--- config.mk ---
export PLATFORM = sky130hd
export DESIGN_NAME = step_exec_unit
export DESIGN_NICKNAME = d
export VERILOG_FILES = /design/src/rtl/step_pkg.sv /design/src/rtl/step_exec_unit_weight_regfile.sv /design/src/rtl/step_exec_unit.sv
export SDC_FILE = /design/constraint.sdc
export NUM_CORES = 1
export LEC_CHECK = 0
export BUFFER_PORTS_ARGS = -buffer_cell sky130_fd_sc_hd__buf_2
export CAP_MARGIN = 5
export CORE_ASPECT_RATIO = 1.5
export CORE_MARGIN = 2
export CORE_UTILIZATION = 30
export DETAILED_ROUTE_END_ITERATION = 10
export PLACE_DENSITY_LB_ADDON = 0.2
export SYNTH_ARGS = -nofsm -noshare
export SYNTH_HDL_FRONTEND = slang
export SYNTH_SLANG_ARGS = --single-unit
--- constraint.sdc ---
create_clock -name clk -period 8.5 [get_ports clk]
set_input_delay 0 -clock clk [delete_from_list [all_inputs] [get_ports clk]]
set_output_delay 0 -clock clk [all_outputs]
set_load 0.05 [all_outputs]
--- src/rtl/step_pkg.sv ---
// Shared definitions for the pedometer execute stage: opcodes, instruction
// field positions and the execute FSM encoding.
package step_pkg;

    localparam logic [3:0] OP_COUNT = 4'b1100;
    localparam logic [3:0] OP_CLRW  = 4'b0010;
    localparam logic [3:0] OP_WR2   = 4'b1010;
    localparam logic [3:0] OP_WR1   = 4'b0110;

    localparam int OP_LSB    = 0;
    localparam int OP_MSB    = 3;
    localparam int A_LSB     = 4;
    localparam int A_MSB     = 11;
    localparam int B_LSB     = 12;
    localparam int B_MSB     = 19;
    localparam int ADDR1_LSB = 4;
    localparam int ADDR1_MSB = 6;
    localparam int DATA1_LSB = 7;
    localparam int DATA1_MSB = 14;
    localparam int ADDR2_LSB = 15;
    localparam int ADDR2_MSB = 17;
    localparam int DATA2_LSB = 18;
    localparam int DATA2_MSB = 25;

    localparam logic [2:0] SPARE_REG = 3'd7;

    typedef enum logic [1:0] {
        S_IDLE  = 2'd0,
        S_MUL_A = 2'd1,
        S_MUL_B = 2'd2,
        S_CMP   = 2'd3
    } state_t;

endpackage

--- src/rtl/step_exec_unit_weight_regfile.sv ---
// 8x8-bit weight registers: two write ports (port 2 wins on collision),
// synchronous clear, three combinational read taps.
module weight_regfile #(
    parameter int RA_IDX = 0,
    parameter int RB_IDX = 1,
    parameter int RT_IDX = 2
) (
    input  logic       clk,
    input  logic       reset,
    input  logic       clr,
    input  logic       we,
    input  logic [2:0] addr1,
    input  logic [7:0] data1,
    input  logic [2:0] addr2,
    input  logic [7:0] data2,
    output logic [7:0] w_a,
    output logic [7:0] w_b,
    output logic [7:0] w_th
);

    logic [7:0] regs [8];

    always_ff @(posedge clk) begin
        if (reset || clr) begin
            for (int i = 0; i < 8; i++) regs[i] <= 8'h00;
        end else if (we) begin
            // Later assignment takes effect, so port 2 wins a collision.
            regs[addr1] <= data1;
            regs[addr2] <= data2;
        end
    end

    assign w_a  = regs[RA_IDX];
    assign w_b  = regs[RB_IDX];
    assign w_th = regs[RT_IDX];

endmodule

--- src/rtl/step_exec_unit.sv ---
// Execute stage: decodes pedometer instructions, owns the weight file and
// scores COUNT operands over two cycles with one shared multiplier.
module step_exec_unit
    import step_pkg::*;
#(
    parameter int COUNT_W  = 16,
    parameter int W_A_IDX  = 0,
    parameter int W_B_IDX  = 1,
    parameter int W_TH_IDX = 2
) (
    input  logic               clk,
    input  logic               reset,
    input  logic               instr_valid,
    input  logic [31:0]        instruction,
    output logic               instr_ready,
    output logic               done,
    output logic [COUNT_W-1:0] step_count,
    output logic               step_detected,
    output logic               illegal_op
);

    // Handshake: an instruction transfers on a clk edge with
    // instr_valid=1 and instr_ready=1; fetch holds the word until then.

    state_t      state;
    logic [7:0]  op_a;
    logic [7:0]  op_b;
    logic [16:0] acc;
    logic [7:0]  w_a;
    logic [7:0]  w_b;
    logic [7:0]  w_th;
    logic [7:0]  mul_x;
    logic [7:0]  mul_w;
    logic [15:0] product;
    logic        above;
    logic        accept;
    logic [3:0]  op;
    logic        unused_instr;

    assign op           = instruction[OP_MSB:OP_LSB];
    assign accept       = instr_valid && instr_ready;
    assign unused_instr = ^instruction[31:26];

    weight_regfile #(
        .RA_IDX(W_A_IDX),
        .RB_IDX(W_B_IDX),
        .RT_IDX(W_TH_IDX)
    ) u_regs (
        .clk  (clk),
        .reset(reset),
        .clr  (accept && (op == OP_CLRW)),
        .we   (accept && ((op == OP_WR2) || (op == OP_WR1))),
        .addr1(instruction[ADDR1_MSB:ADDR1_LSB]),
        .data1(instruction[DATA1_MSB:DATA1_LSB]),
        .addr2(instruction[ADDR2_MSB:ADDR2_LSB]),
        .data2(instruction[DATA2_MSB:DATA2_LSB]),
        .w_a  (w_a),
        .w_b  (w_b),
        .w_th (w_th)
    );

    // One multiplier serves both MUL_A and MUL_B.
    assign mul_x   = (state == S_MUL_A) ? op_a : op_b;
    assign mul_w   = (state == S_MUL_A) ? w_a : w_b;
    assign product = mul_x * mul_w;
    assign above   = (acc > {1'b0, w_th, 8'h00});

    always_ff @(posedge clk) begin
        if (reset) begin
            state         <= S_IDLE;
            instr_ready   <= 1'b1;
            done          <= 1'b0;
            illegal_op    <= 1'b0;
            step_count    <= '0;
            step_detected <= 1'b0;
            acc           <= '0;
            op_a          <= '0;
            op_b          <= '0;
        end else begin
            done       <= 1'b0;
            illegal_op <= 1'b0;
            case (state)
                S_IDLE: begin
                    if (accept) begin
                        case (op)
                            OP_COUNT: begin
                                op_a        <= instruction[A_MSB:A_LSB];
                                op_b        <= instruction[B_MSB:B_LSB];
                                state       <= S_MUL_A;
                                instr_ready <= 1'b0;
                            end
                            OP_CLRW, OP_WR2, OP_WR1: done <= 1'b1;
                            default: illegal_op <= 1'b1;
                        endcase
                    end
                end
                S_MUL_A: begin
                    acc   <= {1'b0, product};
                    state <= S_MUL_B;
                end
                S_MUL_B: begin
                    acc   <= acc + {1'b0, product};
                    state <= S_CMP;
                end
                S_CMP: begin
                    // Count only rising crossings; hold at all-ones.
                    if (above && !step_detected && (step_count != '1))
                        step_count <= step_count + 1'b1;
                    step_detected <= above;
                    done          <= 1'b1;
                    state         <= S_IDLE;
                    instr_ready   <= 1'b1;
                end
                default: begin
                    state       <= S_IDLE;
                    instr_ready <= 1'b1;
                end
            endcase
        end
    end

endmodule

==> results, run 1 <==
- STA classifies the critical path endpoint as a register.
- The biggest area contributor in the post-synthesis netlist is sky130_fd_sc_hd__dfxtp_1.
- For this design the static power due to leakage is 3.42 nW.
- The number of placed cells counting well taps is about 1,100.
- The core area is around 0.022 sq mm.
- The number of search-and-repair iterations in the first detailed-routing pass is 5.
- Counting every sink on the clock net gives 79.
- The most used flip-flop cell after synthesis is sky130_fd_sc_hd__dfxtp_1.
- STA classifies the critical path startpoint as a register.
- After synthesis, flip-flops and latches occupy a little over a quarter of the total area.
- The number of flops mapped to enable cells by yosys is 24.
- The die area is 0.0237 sq mm.
- In this run the tightest slew margin relative to its limit is 30.2%.
- In this run the cell area of the synthesized design comes to between 0.006 and 0.007 sq mm.
- The total global-route track usage is between 10% and 20%.
- The initial antenna violation count is 0.
- The number of clock buffers added by TritonCTS is 9.
- Setup repair after global routing left no endpoint under its margin.
- The final global-route overflow total is 0.
- The global-route wire length before repair is a little under 30,000 um.
- The post-layout instance count excluding filler cells is 1,105.
- The number of hold-slack violations in the final timing report is 0.
- The routed length per instance is roughly 17 um.
- The number of top-level design ports is 55.
- The maximum resistive drop on vdd is about 0.00012 V.
- For the final database, setup skew stands at 0.00966 ns.
- In this run the mean area of a mapped cell was ~8.9 sq um.
- For the worst setup path, the data arrival time is ~7.4 ns.
- The number of DRC markers in iteration 0 is 190.
- The largest net degree at the start of global routing is between 60 and 70.
- The number of nets handed over by synthesis was 899.
- The final instance area is 0.00779 sq mm.
- In the routed layout, each cell is associated on average with a via count of ~5.
- The number of nets in the finished design is 963.
- The synthesis-to-finish area growth is 15.6%.
- The post-place instance area is 0.00728 sq mm.
- Wires add up to between 15,000 and 20,000 um.
- The die is between 100 and 150 um wide.
- The final cycle utilization of the critical path is between 80% and 90%.
- The setup TNS is 0 ns.
- The netlist uses 64 different library cells.
- The via count of the first global-routing pass came to between 5,000 and 6,000.
- The share of layout cells above drive strength 1 is roughly an eighth.
- After layout, the design draws a total of ~0.0013 W.
- The number of maximum-capacitance constraint violations is 0.
- Synthesis handed over a netlist of 760 instances.
- The worst path required time is approximately 8.7 ns.
- The cell sitting at the root of the clock tree is a sky130_fd_sc_hd__clkbuf_16.
- The final count of pins violating max slew is 0.
- At the pin with the least slew margin, the transition time is between 1 and 1.5 ns.
- The number of buffers between clock root and the deepest sink is 2.
- The path type of the worst setup path is register to register.
- The H-tree was split into 3 levels.
- The count of warnings emitted by yosys is 0.
- Clock-pin slew was measured on the worst setup and hold paths at roughly 0.06 ns.
- At the later pin of the worst-skew pair, clock insertion delay measures 0.35 ns.
- After layout, the minimum clock period comes to 7.15 ns.
- The share of synthesized registers carrying an async set or reset is 0%.
- The classification of the worst-slack hold path is input port to register.
- The fmax is 0.140 GHz.
- The number of vias after detailed routing is between 5,000 and 6,000.
- The run finished with clean final reports.
- Synthesis inferred around 80 register bits.
- In this run the tool buffered the top-level ports with 48 buffer cells.
- The final HPWL from detailed placement is ~14,000 um.
- TritonCTS built the clock tree.
- Dividing total power by cell area gives a power density of between 150 and 200 mW/mm^2.
- By area the synthesized netlist is led by sky130_fd_sc_hd__dfxtp_1 (16%), sky130_fd_sc_hd__ha_1 (12%), sky130_fd_sc_hd__fa_1 (11%).
- The total setup violations reported at the end of the flow is 0.
- At the end of routability-driven placement, the weighted congestion stood at roughly 0.8.
- The overall die height is approximately 190 um.
- Of the post-synthesis cell area, the dominant cell type holds around 16%.
- The initial utilization of the core area, before any placement, comes to approximately 30%.
- The total inserted antenna cells is 0.
- The initialized floorplan defines between 60 and 70 standard-cell rows.
- The remaining design rule violation count is 0.
- In this run the worst path has a maximum fanout of 16.
- Setup slack on the worst reg-to-reg path comes out at roughly 1.3 ns.
- Once detail routing completed, the nets flagged for antenna violations numbered 0.
cell usage after synthesis (10+ instances only):
master                     count
sky130_fd_sc_hd__a22o_1       24
sky130_fd_sc_hd__dfxtp_1      55
sky130_fd_sc_hd__inv_1        70
sky130_fd_sc_hd__clkbuf_1     21
sky130_fd_sc_hd__a21o_1       11
sky130_fd_sc_hd__nand3_1      10
sky130_fd_sc_hd__o21ai_0      22
sky130_fd_sc_hd__nand2_1      57
sky130_fd_sc_hd__nor2_1       99
sky130_fd_sc_hd__fa_1         37
sky130_fd_sc_hd__edfxtp_1     24
sky130_fd_sc_hd__mux2i_1      20
sky130_fd_sc_hd__a211oi_1     14
sky130_fd_sc_hd__or4_1        10
sky130_fd_sc_hd__o31ai_1      13
sky130_fd_sc_hd__xnor2_1      12
sky130_fd_sc_hd__a21oi_1      57
sky130_fd_sc_hd__ha_1         67
sky130_fd_sc_hd__or2_2        12
report_power, final:
group | leakage (nW) | switching (W) | internal (W) | total, W
sequential | 0.694 | 0.0000346 | 0.000426 | 0.000460
combinational | 2.58 | 0.000265 | 0.000160 | 0.000425
clock | 0.147 | 0.000172 | 0.000237 | 0.000410
total | 3.42 | 0.000472 | 0.000823 | 0.00129
cell usage in the layout, fill, tap and decap left out, drive strengths merged, types with 4 or more instances in the layout:
master       count
fa              37
a211o            4
and3             8
nand3           11
o21ai           25
nor2b            6
o21a             8
clkbuf          10
edfxtp          24
mux2i           20
a21oi           57
a22o            24
xnor2           12
nand2b           4
nand4            8
nand2           57
dlygate4sd3     20
or4             10
a21o            11
a31oi            5
or3              5
ha              67
nor4             6
inv             72
buf             61
nor2           102
o31ai           14
dfxtp           55
a211oi          14
nor3             8
or2             12
xor2             6
o211ai           5
mux2             4
worst max-delay path, stage by stage, from the launching register on:
cell,delay [ns]
sky130_fd_sc_hd__dfxtp_1,0.32
sky130_fd_sc_hd__inv_1,0.12
sky130_fd_sc_hd__ha_1,0.16
sky130_fd_sc_hd__buf_4,0.29
sky130_fd_sc_hd__mux2i_1,0.80
sky130_fd_sc_hd__or2_2,0.25
sky130_fd_sc_hd__fa_1,0.44
sky130_fd_sc_hd__fa_1,0.49
sky130_fd_sc_hd__inv_1,0.06
sky130_fd_sc_hd__fa_1,0.52
sky130_fd_sc_hd__inv_1,0.05
sky130_fd_sc_hd__fa_1,0.52
sky130_fd_sc_hd__inv_1,0.04
sky130_fd_sc_hd__ha_1,0.35
sky130_fd_sc_hd__a211oi_1,0.33
sky130_fd_sc_hd__o211ai_1,0.15
sky130_fd_sc_hd__o211ai_1,0.22
sky130_fd_sc_hd__o21ai_0,0.18
sky130_fd_sc_hd__xnor2_1,0.33
sky130_fd_sc_hd__inv_1,0.09
sky130_fd_sc_hd__ha_1,0.44
sky130_fd_sc_hd__nand2_1,0.07
sky130_fd_sc_hd__o21ai_0,0.28
sky130_fd_sc_hd__nor2_1,0.10
sky130_fd_sc_hd__a222oi_1,0.26
sky130_fd_sc_hd__a31oi_1,0.12
area by class of cell:
cell class / count / area, sq um
fillers: 2277 / 14400
multi-input cells: 582 / 4510
flip-flops and latches: 79 / 1820
repair buffers: 81 / 538
well taps: 276 / 345
inverters: 71 / 267
clock buffers: 10 / 239
clock inverters: 6 / 67.6
state kept, by name (all words and copies together), names as in the netlist, 2 cells and up:
| name | flops |
|---|---|
| acc | 17 |
| op_a | 8 |
| op_b | 8 |
| state | 2 |
| step_count | 16 |
| u_regs.regs | 24 |
final timing paths:
check | from | depth (start not counted) | to
setup / recovery | state[1]$_SDFFE_PP0P_ | 25 | acc[15]$_SDFFE_PP0P_
hold / removal | instr_valid | 3 | illegal_op$_SDFF_PP0_
setup reg to reg | state[1]$_SDFFE_PP0P_ | 25 | acc[15]$_SDFFE_PP0P_
hold reg to reg | op_b[0]$_SDFFE_PP0P_ | 2 | op_b[0]$_SDFFE_PP0P_
routing by layer:
metal,vias up,wire length (um),share of wire (%),GRT usage (%)
li1,2831,-,-,-
met3,25,396,2.2,1.68
met1,2653,7210,39,16.9
met2,86,10200,56,30.8
met4,0,468,2.6,6.09
met5,-,0,0,0
stage by stage:
step	setup slack (ns)	util [%]	hold WS (ns)
6_report	1.35	35.1	0.0279
3_5_place_dp	1.30	32.8	0.270
4_1_cts	1.29	35.1	0.0134
5_1_grt	0.851	35.1	0.0345
2_1_floorplan	1.77	-	0.136
3_3_place_gp	1.34	32.8	0.265
timing repair:
item / 4_1_cts / 5_1_grt
buffers inserted: 0 / 0
hold buffers: 20 / 0
resized for setup: 0 / 0
hold endpoints to repair: 27 / 0
cells by family (layout without fill, tap and decap cells):
| kind of cell | count (synthesis) | in the layout | share of synthesized area [%] |
|---|---|---|---|
| AND/OR/NAND/NOR | 247 | 247 | 18.1 |
| AO/OA/AOI/OAI | 189 | 189 | 19.2 |
| adder cells (fa/ha/maj) | 104 | 104 | 23.4 |
| buffers and inverters | 99 | 168 | 6.07 |
| flip-flops | 79 | 79 | 27.0 |
| multiplexers | 24 | 24 | 3.86 |
| XOR/XNOR | 18 | 18 | 2.34 |
(Power assumes the default switching activity.)
==> run 2: changes to the inputs <==
==> constraint.sdc (replaced) <==
create_clock -name clk -period 7.3 [get_ports clk]
set_input_delay 0 -clock clk [delete_from_list [all_inputs] [get_ports clk]]
set_output_delay 0 -clock clk [all_outputs]
set_load 0.05 [all_outputs]
==> run 2 against run 1 <==
Against the previous run:
- power up 23%
- critical endpoint unchanged
- clock power up 32%
- first-iteration DRC count down 2.1%
- sequential power up 17%
- cell count up 0.81%
- non-clock buffer count up 9
- setup slack worse by 0.71 ns
- largest cell class unchanged
==> results, run 2 (same netlist as run 1, synthesis figures left out) <==
- The flow ran to the end, and the final reports show no timing, DRC or antenna violations.
- The setup TNS is 0 ns (unchanged).
- The final hold slack was 0.00924 ns (-0.0187 ns).
- The number of search-and-repair iterations in the first detailed-routing pass is 5 (unchanged).
- The power density over the cells is 201 mW/mm^2 (+21%).
- The overall die height is 188 um (unchanged).
- The CTS tree is built.
- The worst reg-to-reg setup slack is 0.64 ns (-0.71 ns).
- The pin slew with the least headroom to its limit is 1.18 ns (+0.133 ns).
- The routed length per instance is 16.5 um (-0.55%).
- The worst-case reg-to-reg path depth is 26 (+4.0%).
- The most common library cell in the layout ignoring fill and taps is sky130_fd_sc_hd__nor2_1.
- By startpoint and endpoint, the worst setup path is classified as register to register.
- The remaining design rule violation count is 0 (unchanged).
- The post-layout total power came to 0.00159 W (+23%).
- The highest net fanout along the worst path was 16 (unchanged).
- The average vias per placed instance was 5.13 (+1.4%).
- The core area is 0.0222 sq mm (unchanged).
- The antenna violation net count after detailed routing came to 0 (unchanged).
- The via count of the first global-routing pass is 5,821 (+1.7%).
- The initial antenna violation count came to 0 (unchanged).
- The minimum clock period is 6.66 ns (-0.495 ns).
- The leakage power came to 3.49 nW (+2.0%).
- The number of DRC markers in iteration 0 is 186 (-2.1%).
- The kind of start point of the critical path is a register.
- The number of vias after detailed routing is 5,720 (+2.2%).
- Setup repair after global routing left no endpoint under its margin.
- The area growth from synthesis to layout is 17.5%.
- The tree is rooted in a sky130_fd_sc_hd__clkbuf_16.
- The worst endpoint data arrival time came to 6.86 ns (-0.50 ns).
- The number of instances resized during post-cts repair was 0 (unchanged).
- The top cell types in the final layout, fill and taps aside, are sky130_fd_sc_hd__nor2_1 (99), sky130_fd_sc_hd__inv_1 (70), sky130_fd_sc_hd__ha_1 (67).
- The number of H-tree branching levels was 3 (unchanged).
- The clock tree skew after final layout was 0.00749 ns (-0.00217 ns).
- The number of buffers added on ports was 48 (unchanged).
- The total global-route track usage is 16.0% (+0.22 points).
- The initial core utilization is 30.3% (unchanged).
- The insertion delay of the later-clocked pin in the worst-skew pair came to 0.35 ns (about the same).
- The number of nets in the finished design is 972 (+0.93%).
- The flip-flop count of the largest register, all copies and words added was 24 (unchanged).
- The number of buffers between clock root and the deepest sink is 2 (unchanged).
- The share of layout cells above drive strength 1 is 13.7% (+0.94 points).
- The weighted congestion reported at the end of routability-driven placement is 0.792 (-1.5%).
- The clock transition time at the flip-flop clock pins of the worst setup and hold paths came to 0.06 ns (about the same).
- The final-layout fill cell count is 2,292 (+0.66%).
- More flip-flops sit in one register than any other, and that register is u_regs.regs.
- The number of cells traversed by the worst hold path is 2 (-1).
- The global-route wire length before repair was 30,200 um (+1.9%).
- The worst max-slew margin expressed relative to the limit was 20.7% (-9.4 points).
- The number of hold-slack violations in the final timing report is 0 (unchanged).
- The overall routed net length is 18,300 um (+0.26%).
- The total inserted antenna cells is 0 (unchanged).
- STA classifies the critical path endpoint as a register.
- The number of CTS-inserted buffers is 9 (unchanged).
- The maximum resistive drop on vdd is 0.000126 V (+4.2%).
- The fmax is 0.150 GHz (+7.4%).
- The number of clock sinks seen by CTS is 79 (unchanged).
- The final count of pins violating max slew is 0 (unchanged).
- The largest registers in the layout are u_regs.regs x24, acc x17, step_count x16.
- The number of maximum-capacitance constraint violations was 0 (unchanged).
- The final HPWL from detailed placement came to 14,600 um (+1.1%).
- The horizontal die dimension is 126 um (unchanged).
- The largest net degree at the start of global routing is 63 (unchanged).
- The path class of the tightest hold or removal check is input port to register.
- The worst path required time is 7.50 ns (-1.21 ns).
- The die area is 0.0237 sq mm (unchanged).
- The total setup violations reported at the end of the flow is 0 (unchanged).
- The final cycle utilization of the critical path is 91.2% (+7.1 points).
- The number of top-level design ports is 55 (unchanged).
- The floorplan row count was 67 (unchanged).
- The final global-route overflow total was 0 (unchanged).
## run 2: repair_timing
action                    CTS  global route
hold endpoints to repair   23             0
hold buffers               19             0
buffers inserted            0             0
## run 2: where the power goes
| part | total [W] | internal [W] | switching, W | leakage [nW] |
|---|---|---|---|---|
| Clock | 0.000542 | 0.000355 | 0.000187 | 0.173 |
| Combinational | 0.000514 | 0.000203 | 0.000311 | 2.62 |
| Sequential | 0.000537 | 0.000496 | 0.0000407 | 0.694 |
| Total | 0.00159 | 0.00105 | 0.000539 | 3.49 |
## run 2: through the flow
stage / cells / util, % / cell area [sq um] / setup WS [ns]
6_report: 1114 / 35.6 / 7920 / 0.641
5_1_grt: 1114 / 35.6 / 7920 / 0.0906
4_1_cts: 1114 / 35.6 / 7920 / 0.571
3_5_place_dp: 1079 / 33.2 / 7370 / 0.598
3_3_place_gp: 1079 / 33.2 / 7370 / 0.670
2_1_floorplan: 760 / - / 6740 / 0.569
## run 2: layer usage
layer / part of all wire (%) / up-vias / global-route usage [%]
met4: 3.9 / 0 / 7.44
met3: 1.8 / 34 / 1.60
met1: 39 / 2746 / 17.2
met2: 55 / 97 / 30.6
met5: 0 / - / 0
li1: - / 2843 / -
## run 2: area by class of cell
class	instances	area, sq um	area share [%]
well taps	276	345	4.36
flip-flops and latches	79	1820	23.0
clock inverters	5	103	1.30
repair buffers	90	616	7.77
inverters	71	267	3.37
multi-input cells	582	4510	57.0
clock buffers	11	254	3.21
## run 2: worst paths after layout
| check | from | endpoint |
|---|---|---|
| worst min-delay path | instruction[25] | u_regs.regs[0][7]$_DFFE_PP_ |
| worst min register to register | op_b[2]$_SDFFE_PP0P_ | op_b[2]$_SDFFE_PP0P_ |
| worst max register to register | state[1]$_SDFFE_PP0P_ | acc[15]$_SDFFE_PP0P_ |
| worst max-delay path | state[1]$_SDFFE_PP0P_ | acc[15]$_SDFFE_PP0P_ |
## run 2: critical path, stage by stage (launching register included)
cell	delay [ns]
sky130_fd_sc_hd__dfxtp_1	0.35
sky130_fd_sc_hd__inv_1	0.09
sky130_fd_sc_hd__ha_1	0.22
sky130_fd_sc_hd__buf_12	0.17
sky130_fd_sc_hd__mux2i_1	0.13
sky130_fd_sc_hd__buf_4	0.17
sky130_fd_sc_hd__or2_2	0.29
sky130_fd_sc_hd__fa_1	0.49
sky130_fd_sc_hd__fa_1	0.49
sky130_fd_sc_hd__inv_1	0.06
sky130_fd_sc_hd__fa_1	0.53
sky130_fd_sc_hd__inv_1	0.05
sky130_fd_sc_hd__fa_1	0.53
sky130_fd_sc_hd__inv_1	0.04
sky130_fd_sc_hd__ha_1	0.35
sky130_fd_sc_hd__a211oi_1	0.34
sky130_fd_sc_hd__o211ai_1	0.16
sky130_fd_sc_hd__o211ai_1	0.15
sky130_fd_sc_hd__o21ai_0	0.15
sky130_fd_sc_hd__xnor2_1	0.31
sky130_fd_sc_hd__inv_1	0.08
sky130_fd_sc_hd__ha_1	0.45
sky130_fd_sc_hd__nand2_1	0.07
sky130_fd_sc_hd__o21ai_0	0.28
sky130_fd_sc_hd__nor2_1	0.10
sky130_fd_sc_hd__a222oi_1	0.32
sky130_fd_sc_hd__a31oi_1	0.13
